## config.mk

```make
export PLATFORM = sky130hd
export DESIGN_NAME = onehot_decode_seq_flat
export DESIGN_NICKNAME = d
export VERILOG_FILES = /design/src/rtl/onehot_decode_seq_if.sv /design/src/rtl/onehot_decode_seq.sv /design/src/flat_wrapper.sv
export SDC_FILE = /design/constraint.sdc
export NUM_CORES = 1
export LEC_CHECK = 0
export CORE_MARGIN = 10
export CORE_UTILIZATION = 46
export DETAILED_ROUTE_END_ITERATION = 10
export PLACE_DENSITY = 0.74
export SYNTH_ARGS = -nofsm -noshare
export SYNTH_HDL_FRONTEND = slang
export SYNTH_SLANG_ARGS = --single-unit
```

## constraint.sdc

```tcl
create_clock -name clk -period 1.5 [get_ports clk]
set_input_delay 0.225 -clock clk [delete_from_list [all_inputs] [get_ports clk]]
set_output_delay 0.225 -clock clk [all_outputs]
set_load 0.05 [all_outputs]
```

## src/rtl/onehot_decode_seq_if.sv

```systemverilog
// Handshake and output bundle for onehot_decode_seq: code transfer in,
// timed one-hot strobe and status out.
interface onehot_decode_seq_if;
  logic       code_valid;
  logic [2:0] code_in;
  logic       code_ready;
  logic [7:0] dout;
  logic       busy;
  logic       done;

  modport master (
    output code_valid, code_in,
    input  code_ready, dout, busy, done
  );

  modport slave (
    input  code_valid, code_in,
    output code_ready, dout, busy, done
  );
endinterface

```

## src/rtl/onehot_decode_seq.sv

```systemverilog
// Sequenced 3-to-8 decoder: accepts a code over valid/ready, drives its
// one-hot line for HOLD cycles, then forces one idle gap cycle.
module onehot_decode_seq #(
  parameter int unsigned HOLD = 4,
  parameter int unsigned CW   = 8
) (
  input  logic                 clk,
  input  logic                 rst_n,
  input  logic                 en,
  onehot_decode_seq_if.slave   bus
);

  localparam logic [1:0] S_IDLE  = 2'd0;
  localparam logic [1:0] S_DRIVE = 2'd1;
  localparam logic [1:0] S_GAP   = 2'd2;

  localparam logic [CW-1:0] CNT_INIT = CW'(HOLD - 1);

  logic [1:0]    state_q, state_d;
  logic [CW-1:0] cnt_q,   cnt_d;
  logic [7:0]    dout_q,  dout_d;
  logic          done_q,  done_d;
  logic          transfer;

  assign bus.code_ready = (state_q == S_IDLE) && !en;
  assign transfer       = bus.code_valid && bus.code_ready;
  assign bus.dout       = dout_q;
  assign bus.busy       = (state_q != S_IDLE);
  assign bus.done       = done_q;

  always_comb begin
    state_d = state_q;
    cnt_d   = cnt_q;
    dout_d  = dout_q;
    done_d  = 1'b0;
    case (state_q)
      S_IDLE: begin
        dout_d = '0;
        if (transfer) begin
          dout_d  = 8'h01 << bus.code_in;
          cnt_d   = CNT_INIT;
          state_d = S_DRIVE;
        end
      end
      S_DRIVE: begin
        // Abort outranks the terminal count, so done never fires on abort.
        if (en) begin
          state_d = S_IDLE;
          dout_d  = '0;
          cnt_d   = '0;
        end else if (cnt_q != '0) begin
          cnt_d = cnt_q - CW'(1);
        end else begin
          state_d = S_GAP;
          dout_d  = '0;
          done_d  = 1'b1;
        end
      end
      S_GAP: begin
        dout_d  = '0;
        state_d = S_IDLE;
      end
      default: begin
        dout_d  = '0;
        cnt_d   = '0;
        state_d = S_IDLE;
      end
    endcase
  end

  always_ff @(posedge clk or negedge rst_n) begin
    if (!rst_n) begin
      state_q <= S_IDLE;
      cnt_q   <= '0;
      dout_q  <= '0;
      done_q  <= 1'b0;
    end else begin
      state_q <= state_d;
      cnt_q   <= cnt_d;
      dout_q  <= dout_d;
      done_q  <= done_d;
    end
  end

endmodule

```

## src/flat_wrapper.sv

```systemverilog
// flat-port wrapper written by rule: the top's interface ports become plain ports
module onehot_decode_seq_flat 
#(
  parameter int unsigned HOLD = 4,
  parameter int unsigned CW   = 8
)
  (clk, rst_n, en, bus_code_valid, bus_code_in, bus_code_ready, bus_dout, bus_busy, bus_done);
  onehot_decode_seq_if bus_i ();
  input  logic clk;
  input  logic rst_n;
  input  logic en;
  input wire logic [$bits(bus_i.code_valid)-1:0] bus_code_valid;
  input wire logic [$bits(bus_i.code_in)-1:0] bus_code_in;
  output wire logic [$bits(bus_i.code_ready)-1:0] bus_code_ready;
  output wire logic [$bits(bus_i.dout)-1:0] bus_dout;
  output wire logic [$bits(bus_i.busy)-1:0] bus_busy;
  output wire logic [$bits(bus_i.done)-1:0] bus_done;
  assign bus_i.code_valid = bus_code_valid;
  assign bus_i.code_in = bus_code_in;
  assign bus_code_ready = bus_i.code_ready;
  assign bus_dout = bus_i.dout;
  assign bus_busy = bus_i.busy;
  assign bus_done = bus_i.done;
  onehot_decode_seq #(.HOLD(HOLD), .CW(CW)) u_core (.clk(clk), .rst_n(rst_n), .en(en), .bus(bus_i));
endmodule
```

# ---- After elaboration in Yosys (flattened, before gate mapping)
# Index checks and enable logic that the tools add are counted.
dict set report word_totals {
  regBits 19
  inputBits 7
}
dict set report op_classes {
  add_sub_neg 1
  n_eq_ne 5
  shift 1
  n_mux 15
  n_bitwise 1
  reduce_logical 8
}
# operator count
set ops {}
lappend ops {{two-way mux 8 bit} 6}
lappend ops {{one-hot mux 8 bit (3 select lines)} 1}
lappend ops {{one-hot mux 8 bit (2 select lines)} 1}
lappend ops {{nonzero test 8 bit} 1}
lappend ops {{<< shifter 1 x 3 -> 8 bit, first input constant} 1}
lappend ops {{subtractor 8 x 1 -> 8 bit, second input constant} 1}
lappend ops {{two-way mux 2 bit} 3}
lappend ops {{one-hot mux 2 bit (2 select lines)} 1}
lappend ops {{two-way mux 1 bit} 3}
lappend ops {{!= test 3 x 2 -> 1 bit, second input constant} 1}
lappend ops {{!= test 3 bit, second input constant} 1}
lappend ops {{AND reduction 3 bit} 1}
lappend ops {{== test 2 x 1 -> 1 bit, second input constant} 1}
lappend ops {{== test 2 bit, second input constant} 1}
lappend ops {{logical AND 1 bit} 2}
lappend ops {{logical NOT 2 bit} 1}
lappend ops {{!= test 2 x 1 -> 1 bit, second input constant} 1}
lappend ops {{AND reduction 2 bit} 1}
lappend ops {{nonzero test 2 bit} 1}
lappend ops {{logical NOT 1 bit} 1}
lappend ops {{inverter 1 bit} 1}

# ---- Depth between registers and ports, before layout
# Gate-level depths: netlist (run 1).
dict set report depth {
  ltp_word 5
  ltp_mapped 5
  mapped_depth_nobuf 5
}

# ---- Worst setup path before layout (run 1)
# No wires, ideal clock.
dict set report synth_path {
  path_kind {reg-to-output}
  start {register u_core.state_q[0]}
  end {output port bus_code_ready}
  t_arrival_ps 1695
  t_required_ps 1275
  path_slack_ps -420
  stages_incl_launch_ff 3
  cell_sequence {dfrtp_1 clkbuf_1 nor3_1}
}
dict set report synth_between {
  elab_chain_len 2
}
# item line_no
set synth_lines {}
lappend synth_lines {{start: declaration} onehot_decode_seq.sv:19} ;# logic [1:0] state_q, state_d;
lappend synth_lines {{start signal: assignment} onehot_decode_seq.sv:78} ;# state_q <= state_d;
lappend synth_lines {{logical NOT 2 bit} onehot_decode_seq.sv:25} ;# assign bus.code_ready = (state_q == S_IDLE) && !en;
lappend synth_lines {{logical AND 1 bit} onehot_decode_seq.sv:25}
lappend synth_lines {{end: declaration} flat_wrapper.sv:14} ;# output wire logic [$bits(bus_i.code_ready)-1:0] bus_code_ready;
# Every way passes these cells.

# ---- Worst setup path after layout (run 1)
dict set report layout_path {
  start {register u_core.cnt_q[0]}
  end {register u_core.cnt_q[4]}
}
dict set report layout_between {
  elab_chain_len 4
  word_cells_on_any_way 7
  classes_between {add/sub: 1; eq/ne: 1; mux: 3; reduce/logical: 2}
}
# item line_no
set layout_lines {}
lappend layout_lines {{start: declaration} onehot_decode_seq.sv:20} ;# logic [CW-1:0] cnt_q, cnt_d;
lappend layout_lines {{start signal: assignment} onehot_decode_seq.sv:79} ;# cnt_q <= cnt_d;
lappend layout_lines {{subtractor 8 x 1 -> 8 bit} onehot_decode_seq.sv:52} ;# cnt_d = cnt_q - CW'(1);
lappend layout_lines {{two-way mux 8 bit} onehot_decode_seq.sv:51} ;# end else if (cnt_q != '0) begin
lappend layout_lines {{two-way mux 8 bit} onehot_decode_seq.sv:47} ;# if (en) begin
lappend layout_lines {{one-hot mux 8 bit (3 select lines)} onehot_decode_seq.sv:36} ;# case (state_q)
# Parallel ways exist; a longest one is shown, timed or not. The select of a mux whose other input is x is not followed.
# A chain may end at the register's enable or synchronous reset.

==> metrics, run 1 <==
dpl ws=-0.303 ns; Worst setup EP type=flop; Max Slew Vio Count=0; Remaining Overflow, GRT=0; sequential area share after synthesis=46.5%; Num CTS Buffers=3; CP cell instances=inv_2, ha_4, nor3b_4, buf_6, buf_6, nor4bb_4, o211a_1; CTS tree=done; gp weighted congestion=0.855; H-tree Lvls=1; most area-hungry cell type in the Yosys netlist=dfrtp_1; worst-margin pin slew=0.372 ns; RSZ-0062 raised after global routing=true; fin crit share=105%; failing checks=negative setup slack; vias in the first global route=983; Synthesized Nets=98; Nets=150; cell count of the worst reg-to-reg path=7; worst setup margin=-0.0802 ns; WL per Instance=17.6 um; commonest cells after routing, fill and taps aside=36 x buf_4, 19 x dfrtp_1, 6 x clkdlybuf4s50_1, 5 x buf_6; ys flop type=dfrtp_1; Syn. warnings=0; Hold Path Class=primary input to asynchronous set/reset pin; max incr delay on CP=0.44 ns; min cycle time layout=1.58 ns; leak pwr=0.726 nW; die width=67.1 um; beginning of the worst register-to-register path=u_core.cnt_q[0]; worst skew pair latency=0.30 ns; Post-synth EDFFs=0; layout cells sized above 1=51.8%; Syn Inst Count=90; post-synthesis cell area=1020 um^2; final hold violation count=0; # port buffers=17; Residual DRC=0; CP max stage cell=dfrtp_1; First DRT Iteration DRCs=57; FF-to-FF setup slack=-0.08 ns; die area=4510 um^2; antenna cell count=0; final WL=2980 um; clk slew on worst S/H paths=0.11 ns; Ports=18; maximum fanout along the worst path=4; fraction of registers with async set/reset=100%; clock root cell=clkbuf_4; most frequent CP cell=buf_6; pwr/cell area=1680 nW/um^2; largest net degree at the start of global routing=20; starting density of the core=47.1%; setup violators final=14; All-Layer GR Usage=13.8%; DP Wirelength=2010 um; commonest non-fill, non-tap cell in the layout=buf_4; top cells by area, synth=dfrtp_1 47%, o2bb2ai_1 3.4%, a32o_1 2.9%; Final Power=2.72 mW; Mean Syn Cell Area=11.4 um^2; first drt pass iteration count=4; Peak supply drop=1.05 mV; # rows=17; status=finished, violations left; area grow syn2layout=58.5%; post-synth top area share=46.5%; Fill cells=162; Clock Path Buffers=2; crit path DAT=1.83 ns; Die Y=67.1 um; clk sink count=19; Max Clock Skew=0.00257 ns; core outline area=2170 um^2; critical setup path kind=flop to flop; Yosys cell types=48; initial antenna violation count=0; CP required=1.75 ns; max_slew headroom=75.2%; r2r endpoint=u_core.cnt_q[4]; CP Launch Type=flop; first-pass GRT wire length=4870 um; maximum capacitance violations=0; hold buffer count at cts=0; residual antenna-violating net count after detailed routing=0; via/cell ratio=5.70; via count=963; number of synthesized register bits=19; Highest Clock Rate=633 MHz
-- cell families (layout without fill, tap and decap cells) --
family,after synthesis,in the layout,synth area share [%]
adder cells (fa/ha/maj),1,1,1.22
AO/OA/AOI/OAI,26,27,23.0
AND/OR/NAND/NOR,33,33,23.3
multiplexers,3,3,2.94
flip-flops,19,19,46.5
buffers and inverters,8,58,3.06
-- layout make-up --
type,instances,area [um^2],share of cell area [%]
multi-input combinational,64,643,39.7
sequential,19,475,29.3
timing repair buffer,49,422,26.0
tap,28,35.0,2.16
inverter,5,18.8,1.16
clock buffer,4,26.3,1.62
-- repair_timing --
item | CTS | global route
gates cloned | 1 | 0
pin swaps | 7 | 6
endpoints found under the setup margin | 18 | 21
buffers inserted | 5 | 1
resized for setup | 19 | 8
-- cell usage after synthesis (2+ instances only) --
cell / instances
nand3_1: 4
dfrtp_1: 19
or2_2: 2
nor2_1: 3
mux2i_1: 3
clkbuf_1: 2
nand2_1: 3
nor2b_1: 3
o2bb2ai_1: 4
inv_1: 5
a32o_1: 3
nand3b_1: 3
-- worst max-delay path by stage --
stage	start	end	slack (ns)
2_1_floorplan	u_core.cnt_q[0]	u_core.cnt_q[6]	-0.08
3_3_place_gp	en	u_core.cnt_q[0]	-0.28
3_5_place_dp	en	u_core.cnt_q[2]	-0.30
4_1_cts	u_core.cnt_q[0]	u_core.cnt_q[4]	-0.06
5_1_grt	u_core.cnt_q[0]	u_core.cnt_q[7]	-0.16
6_report	u_core.cnt_q[0]	u_core.cnt_q[4]	-0.08
-- per-layer routing --
metal | wire length (um) | vias up | track usage [%] | part of all wire, %
li1 | - | 453 | - | -
met1 | 1260 | 484 | 17.4 | 42
met2 | 1590 | 20 | 23.3 | 53
met3 | 91 | 6 | 2.48 | 3.1
met4 | 44 | 0 | 4.62 | 1.5
met5 | 0 | - | 0 | 0
-- registers in the layout, indices dropped and copies added, names as in the netlist --
name             cells
u_core.bus.dout      8
u_core.cnt_q         8
u_core.state_q       2
u_core.bus.done      1
-- critical path: cells and delay by family, from the launching register on --
kind	cells	cell delay, ns
AO/OA/AOI/OAI	1	0.15
adder cells (fa/ha/maj)	1	0.13
buffers and inverters	3	0.37
flip-flops	1	0.44
AND/OR/NAND/NOR	2	0.43
-- report_power, final --
group	total [mW]	leakage (nW)	internal, mW	switching, mW
clock network	0.261	0.0150	0.104	0.157
registers	0.735	0.257	0.611	0.124
logic	1.73	0.455	0.881	0.844
-- per-stage QoR --
stage | setup TNS (ns) | std cells | hold WS [ns] | util, % | cell area [um^2]
after floorplan | -0.139 | 90 | -0.0706 | - | 1050
after global placement | -4.11 | 158 | 0.480 | 65.6 | 1420
after detailed placement | -4.70 | 158 | 0.493 | 65.6 | 1420
after CTS | -0.193 | 168 | 0.252 | 72.7 | 1580
after global routing | -1.04 | 169 | 0.259 | 74.7 | 1620
final | -0.481 | 169 | 0.253 | 74.7 | 1620
(Power assumes the default switching activity.)
==> inputs of run 2 (changes only) <==
SLEW_MARGIN = 0   (was unset)
==> results of run 2 <==
Same layout as run 1: the final DEF is identical, and so are final timing and power.
==> inputs of run 3 (changes only) <==
GPL_ROUTABILITY_DRIVEN = 0   (was unset)
==> results of run 3 <==
Same layout as run 1: the final DEF is identical, and so are final timing and power.
